===== src/rtl/uart_cmd_sequencer.sv =====
// Drains UART receiver bytes into CMD_BYTES-wide command words (MSB first) with a
// cmd_rdy/clr_cmd_rdy handshake, receiver back-pressure while holding, and an inter-byte timeout.
module uart_cmd_sequencer #(
  parameter int unsigned CMD_BYTES   = 2,
  parameter int unsigned TIMEOUT_CYC = 65535
) (
  input  logic                   clk,
  input  logic                   rst,
  input  logic                   rx_rdy,
  input  logic [7:0]             rx_data,
  output logic                   clr_rx_rdy,
  output logic [8*CMD_BYTES-1:0] cmd,
  output logic                   cmd_rdy,
  input  logic                   clr_cmd_rdy,
  output logic                   busy,
  output logic                   timeout_err
);

  localparam int unsigned CW      = 8 * CMD_BYTES;
  localparam int unsigned BW      = $clog2(CMD_BYTES + 1);
  localparam int unsigned TW      = (TIMEOUT_CYC == 0) ? 1 : $clog2(TIMEOUT_CYC + 1);
  localparam int unsigned TO_LAST = (TIMEOUT_CYC == 0) ? 0 : TIMEOUT_CYC - 1;
  localparam bit          TO_EN   = (TIMEOUT_CYC != 0);

  typedef enum logic [1:0] {
    IDLE,
    COLLECT,
    HOLD
  } state_t;

  state_t        state;
  logic [BW-1:0] byte_cnt;
  logic [TW-1:0] to_cnt;
  logic          accept;
  logic          last_byte;
  logic          to_hit;

  // Mealy accept so each pending byte is consumed on exactly one edge.
  assign accept     = rx_rdy && (state != HOLD) && !rst;
  assign clr_rx_rdy = accept;
  assign busy       = (state == COLLECT) && !rst;
  assign last_byte  = (byte_cnt == BW'(CMD_BYTES - 1));
  assign to_hit     = TO_EN && (state == COLLECT) && !accept && (to_cnt == TW'(TO_LAST));

  // Single-process FSM: an accept always wins over timeout in the same cycle.
  always_ff @(posedge clk) begin
    if (rst) begin
      state       <= IDLE;
      cmd         <= '0;
      cmd_rdy     <= 1'b0;
      timeout_err <= 1'b0;
      byte_cnt    <= '0;
      to_cnt      <= '0;
    end else begin
      timeout_err <= 1'b0;
      if (accept) begin
        cmd      <= CW'({cmd, rx_data});
        byte_cnt <= byte_cnt + 1'b1;
        to_cnt   <= '0;
        if (last_byte) begin
          state   <= HOLD;
          cmd_rdy <= 1'b1;
        end else begin
          state <= COLLECT;
        end
      end else begin
        case (state)
          COLLECT: begin
            if (to_hit) begin
              state       <= IDLE;
              byte_cnt    <= '0;
              to_cnt      <= '0;
              timeout_err <= 1'b1;
            end else if (to_cnt != '1) begin
              to_cnt <= to_cnt + 1'b1;
            end
          end
          HOLD: begin
            if (clr_cmd_rdy) begin
              state    <= IDLE;
              cmd_rdy  <= 1'b0;
              byte_cnt <= '0;
            end
          end
          default: ;
        endcase
      end
    end
  end

endmodule


===== config.mk =====
export PLATFORM = sky130hd
export DESIGN_NAME = uart_cmd_sequencer
export DESIGN_NICKNAME = d
export VERILOG_FILES = /design/src/rtl/uart_cmd_sequencer.sv
export SDC_FILE = /design/constraint.sdc
export NUM_CORES = 1
export LEC_CHECK = 0
export ABC_AREA = 0
export ABC_CLOCK_PERIOD_IN_PS = 1950
export CAP_MARGIN = 5
export CORE_AREA = 2 2 63 65
export CTS_BUF_LIST = sky130_fd_sc_hd__clkbuf_8
export DETAILED_ROUTE_END_ITERATION = 6
export DIE_AREA = 0 0 65 67
export MAX_ROUTING_LAYER = met4
export PLACE_DENSITY_LB_ADDON = 0.12
export SLEW_MARGIN = 5
export SYNTH_ARGS = -nofsm -noshare
export SYNTH_HDL_FRONTEND = slang
export SYNTH_SLANG_ARGS = --single-unit
export TNS_END_PERCENT = 20

===== constraint.sdc =====
create_clock -name clk -period 1.95 [get_ports clk]
set_input_delay 0.39 -clock clk [delete_from_list [all_inputs] [get_ports clk]]
set_output_delay 0.39 -clock clk [all_outputs]
set_load 0.02 [all_outputs]

### Word level (Yosys, flattened, before mapping)

Index checks and enable logic that the tools add are counted.

| operators by class | value |
|---|---|
| add/sub/neg operators | 2 |
| eq/ne operators | 9 |
| multiplexer cells | 13 |
| bitwise logic cells | 1 |
| reductions and logical operators | 16 |

Operators with widths:

| kind | number |
|---|---|
| 2-to-1 mux 16 bit | 2 |
| adder 16 x 1 -> 16 bit, second input constant | 1 |
| == test 16 bit, second input constant | 1 |
| != test 16 bit, second input constant | 1 |
| 2-to-1 mux 2 bit | 5 |
| != test 3 bit, second input constant | 2 |
| AND reduction 3 bit | 2 |
| nonzero test 2 bit | 3 |
| logical AND 1 bit | 5 |
| 2-to-1 mux 1 bit | 5 |
| == test 2 x 1 -> 1 bit, second input constant | 2 |
| one-hot mux 2 bit (2 select lines) | 1 |
| nonzero test 3 bit | 1 |
| OR reduction 3 bit | 1 |
| adder 2 x 1 -> 2 bit, second input constant | 1 |
| == test 2 bit, second input constant | 1 |
| logical NOT 1 bit | 2 |
| != test 2 x 1 -> 1 bit, second input constant | 1 |
| != test 2 bit, second input constant | 1 |
| AND reduction 2 bit | 1 |
| OR reduction 2 bit | 1 |
| inverter 1 bit | 1 |

| word-level totals | value |
|---|---|
| register bits after elaboration | 38 |
| word-level logic and storage cells | 47 |

### Longest topological paths before layout

| depth | value |
|---|---|
| depth after elaboration | 9 |
| depth in mapped cells | 7 |
| mapped depth without buffers | 6 |

### Worst setup path before layout

No wires, ideal clock.

| timing | value |
|---|---|
| kind | register to register |
| start point | reg to_cnt[2] |
| end point | reg to_cnt[5] |
| arrival time | 1748 ps |
| data required time | 1881 ps |
| slack | 133 ps |
| stages on the path, launching flop included | 6 |
| clock period less this slack | 1817 ps |
| cell sequence | dfxtp_1 > nand4_2 > nor4_4 > nand4_4 > a2111o_1 > o21ai_1 |

| on the way | value |
|---|---|
| cells in the longest elaborated chain, start to end | 4 |
| elaborated cells between the ends (all ways) | 8 |

Ends and longest elaborated chain:

| item | RTL line | source |
|---|---|---|
| from (decl) | 33 | `logic [TW-1:0] to_cnt;` |
| from (signal assigned) | 75 | `to_cnt <= to_cnt + 1'b1;` |
| branches (longest 4 deep; another with adder 16 x 1 -> 16 bit) | n/a |  |

Several ways; the timed one is not identified. The select of a mux whose other input is x is not followed.
A chain may end at the register's enable or synchronous reset.

### Final worst setup path

| timing | value |
|---|---|
| start point | in rx_rdy |
| end point | reg to_cnt[9] |

| on the way | value |
|---|---|
| cells in the longest elaborated chain, start to end | 7 |
| elaborated cells between the ends (all ways) | 9 |

Ends and longest elaborated chain:

| item | RTL line | source |
|---|---|---|
| from (decl) | 9 | `input logic rx_rdy,` |
| logical AND 1 bit * (2 in series) | 39 | `assign accept = rx_rdy && (state != HOLD) && !rst;` |
| logical NOT 1 bit | 43 | `assign to_hit = TO_EN && (state == COLLECT) && !accept && (to_cnt == TW'(TO_LAST));` |
| logical AND 1 bit (2 in series) | 43 |  |
| nonzero test 2 bit (no source line) | n/a |  |
| AND reduction 2 bit (no source line) | n/a |  |

Mark *: on every way between the ends. The rest lies on a longest branch, timed or not.

==> results.yml <==
timing:
  drv_slew: 0
  skew_ns: 0.00380
  post-route-period-util: 0.962
  finalCriticalPeriod_ns: 1.88
  setup-violations-final: 0
  finalWorstSetupSlack_ns: 0.0736
  tightest_slew_ns: 0.349
  hold_viol_final: 0
  max_slew_margin: 0.766
  clock.fmax_mhz: 533
  grt_setup_unrepaired: "yes"
  setup_tns_ns: 0
synthesis:
  async_flop_share: 0
  syn_inst: 173
  synth_fp_nets: 188
  synth_enable_flop_cells: 0
  syn_area_per_cell_um2: 9.67
  synth-main-ff-cell: "dfxtp_1"
  synth_cell_type_count: 41
  ys_warn_count: 0
  ys_ff_latch: 38
  yosysSeqAreaShare: 0.455
  syn_area_mm2: 0.00167
worst_setup_path:
  cp-end-kind: "flip-flop"
  cp_max_fo: 9
  worstPathRequired_ns: 2.16
  arrival_ns: 2.09
  start_kind: "input pin"
  path_class: "in2reg"
cts:
  ctsRootBufferMaster: "clkbuf_8"
  cts.sinks: 38
  clockBufferDepth: 2
  cts_buffers: 5
  h-tree-depth: 2
  cts_tree: "done"
  clkTransAtPathRegs_ns: 0.07
  postCtsHoldBufs: 0
  clk_latency_ns: 0.29
global_routing:
  grtUsageMet2: 0.332
  antenna_found_initial: 0
  grt_usage: 0.192
  grt_pass1_wl_um: 6350
  grt_most_used_layer: "met2"
  grt_max_degree: 18
  grt_pass1_vias: 1485
  met3_usage: 0.0304
  gr-total-overflow: 0
  gr-usage-met1: 0.230
floorplan:
  rows: 22
  core_area_mm2: 0.00361
  io_pins: 32
  initial_core_util: 0.464
  dieArea_mm2: 0.00436
  die_y_um: 67
  dieWidth_um: 65
final_layout:
  areaGrowthSynthToFinish_pct: 36.4
  diodes: 0
  drive_gt1_frac: 0.175
  final_nets: 243
placed_design:
  hpwl_um: 2840
  gp_congestion: 0.867
  io_buffers: 31
  place_ws_ns: -0.252
power:
  leakage_uw: 0.000900
  power.density_mw_per_mm2: 726
  power.ir.vdd_worst_v: 0.000503
routing:
  vias: 1466
  drc: 0
  drt_wl_total_um: 3770
  routedWlPerCell_um: 13.6
  drt_pre_antenna_iters: 4
  ant_nets: 0
  vias_per_cell: 5.29
  drt_iter0_markers: 38
flow_run:
  max-cap-violations: 0
outcome:
  status: "complete, no violations"
worst_hold_path:
  hold_class: "reg2reg"
-- critical path: stages --
cell	delay (ns)
clkdlybuf4s50_1	0.42
nor2b_1	0.15
buf_4	0.14
a21boi_0	0.17
buf_4	0.17
nand4_4	0.18
a21oi_1	0.24
mux2i_1	0.23
-- logic make-up after synthesis --
group | count (synthesis) | synth area share
xor+xnor | 7 | 0.0366
mux | 7 | 0.0426
buf+inv | 11 | 0.0254
fa+ha+maj | 3 | 0.0224
compound gates | 48 | 0.216
simple gates | 59 | 0.202
flops | 38 | 0.455
-- synthesized netlist by cell type, drive strengths merged (2+ instances only) --
cell / count / area, um^2
dfxtp: 38 / 761
a22o: 16 / 140
nand2: 13 / 48.8
nor2: 13 / 48.8
a21oi: 10 / 53.8
nand2b: 7 / 43.8
nand4: 7 / 65.1
mux2i: 6 / 60.1
o21ai: 5 / 25.0
and3: 4 / 25.0
clkbuf: 4 / 15.0
inv: 4 / 15.0
nand3: 4 / 20.0
xnor2: 4 / 35.0
a21boi: 3 / 22.5
ha: 3 / 37.5
nor4: 3 / 33.8
o22a: 3 / 26.3
xor2: 3 / 26.3
a2111o: 2 / 22.5
a211oi: 2 / 15.0
a21bo: 2 / 20.0
and2: 2 / 12.5
buf: 2 / 8.75
nor2b: 2 / 12.5
o211ai: 2 / 15.0
o21a: 2 / 15.0
-- registers in the layout, summed over array words and instances (netlist names) --
| name | cells |
|---|---|
| byte_cnt | 2 |
| cmd | 16 |
| cmd_rdy | 1 |
| state | 2 |
| timeout_err | 1 |
| to_cnt | 16 |
-- layout by cell type (no fill, tap or decap), types with 2 or more instances in the layout --
cell and count:
a2111o_1 2, a21oi_1 9, clkbuf_8 6, a211oi_1 2, a21bo_2 2, nand2b_1 7
nor2b_1 2, nand4_1 5, nand3_1 4, o21ai_0 2, nor2_1 13, a22o_1 16
dfxtp_1 38, buf_4 23, nand2_1 13, nor4_1 2, o21a_1 2, ha_1 3
a21boi_1 2, o22a_1 3, xnor2_1 4, xor2_1 3, o21ai_1 3, mux2i_1 6
o211ai_1 2, and3_1 4, clkdlybuf4s50_1 29, and2_1 2, inv_1 4
-- cell type report --
cell class | count | area, um^2
fill | 327 | 1330
clock inverter | 2 | 12.5
tap | 48 | 60.1
inverter | 5 | 18.8
multi-input combinational | 124 | 870
clock buffer | 6 | 82.6
sequential | 38 | 761
timing repair buffer | 54 | 477
-- path summary, 6_finish.rpt --
check	start	endpoint	slack (ns)	depth (start not counted)
max	rx_rdy	to_cnt[9]	0.07	8
min	to_cnt[15]	to_cnt[15]	0.47	2
max reg2reg	to_cnt[4]	byte_cnt[0]	0.19	6
min reg2reg	to_cnt[15]	to_cnt[15]	0.47	2
-- report_power, final --
| part | internal [uW] | leakage (uW) | total (uW) | switching (uW) |
|---|---|---|---|---|
| clock network | 284 | 0.0000472 | 566 | 282 |
| logic | 131 | 0.000544 | 252 | 120 |
| registers | 811 | 0.000309 | 839 | 27.2 |
| total | 1230 | 0.000900 | 1660 | 429 |
-- timing repair --
action,4_1_cts,5_1_grt
endpoints found under the setup margin,2,7
gates resized for setup,2,3
pin swaps,0,1
setup buffers,0,1
-- per-stage QoR --
stage	std cells	util	hold slack [ns]	area (um^2)	power, uW
5_1_grt	277	0.633	0.502	2280	1720
6_report	277	0.633	0.467	2280	1660
3_3_place_gp	268	0.606	0.449	2180	1100
3_5_place_dp	268	0.606	0.460	2180	1110
4_1_cts	276	0.632	0.472	2280	1670
2_1_floorplan	173	-	0.438	1670	987
-- metal layers --
layer | vias to the layer above | part of all wire
met3 | 6 | 0.028
met4 | 0 | 0.011
met2 | 28 | 0.49
met1 | 689 | 0.47
li1 | 743 | -
met5 | - | 0
Power figures use the tool's default switching activity.
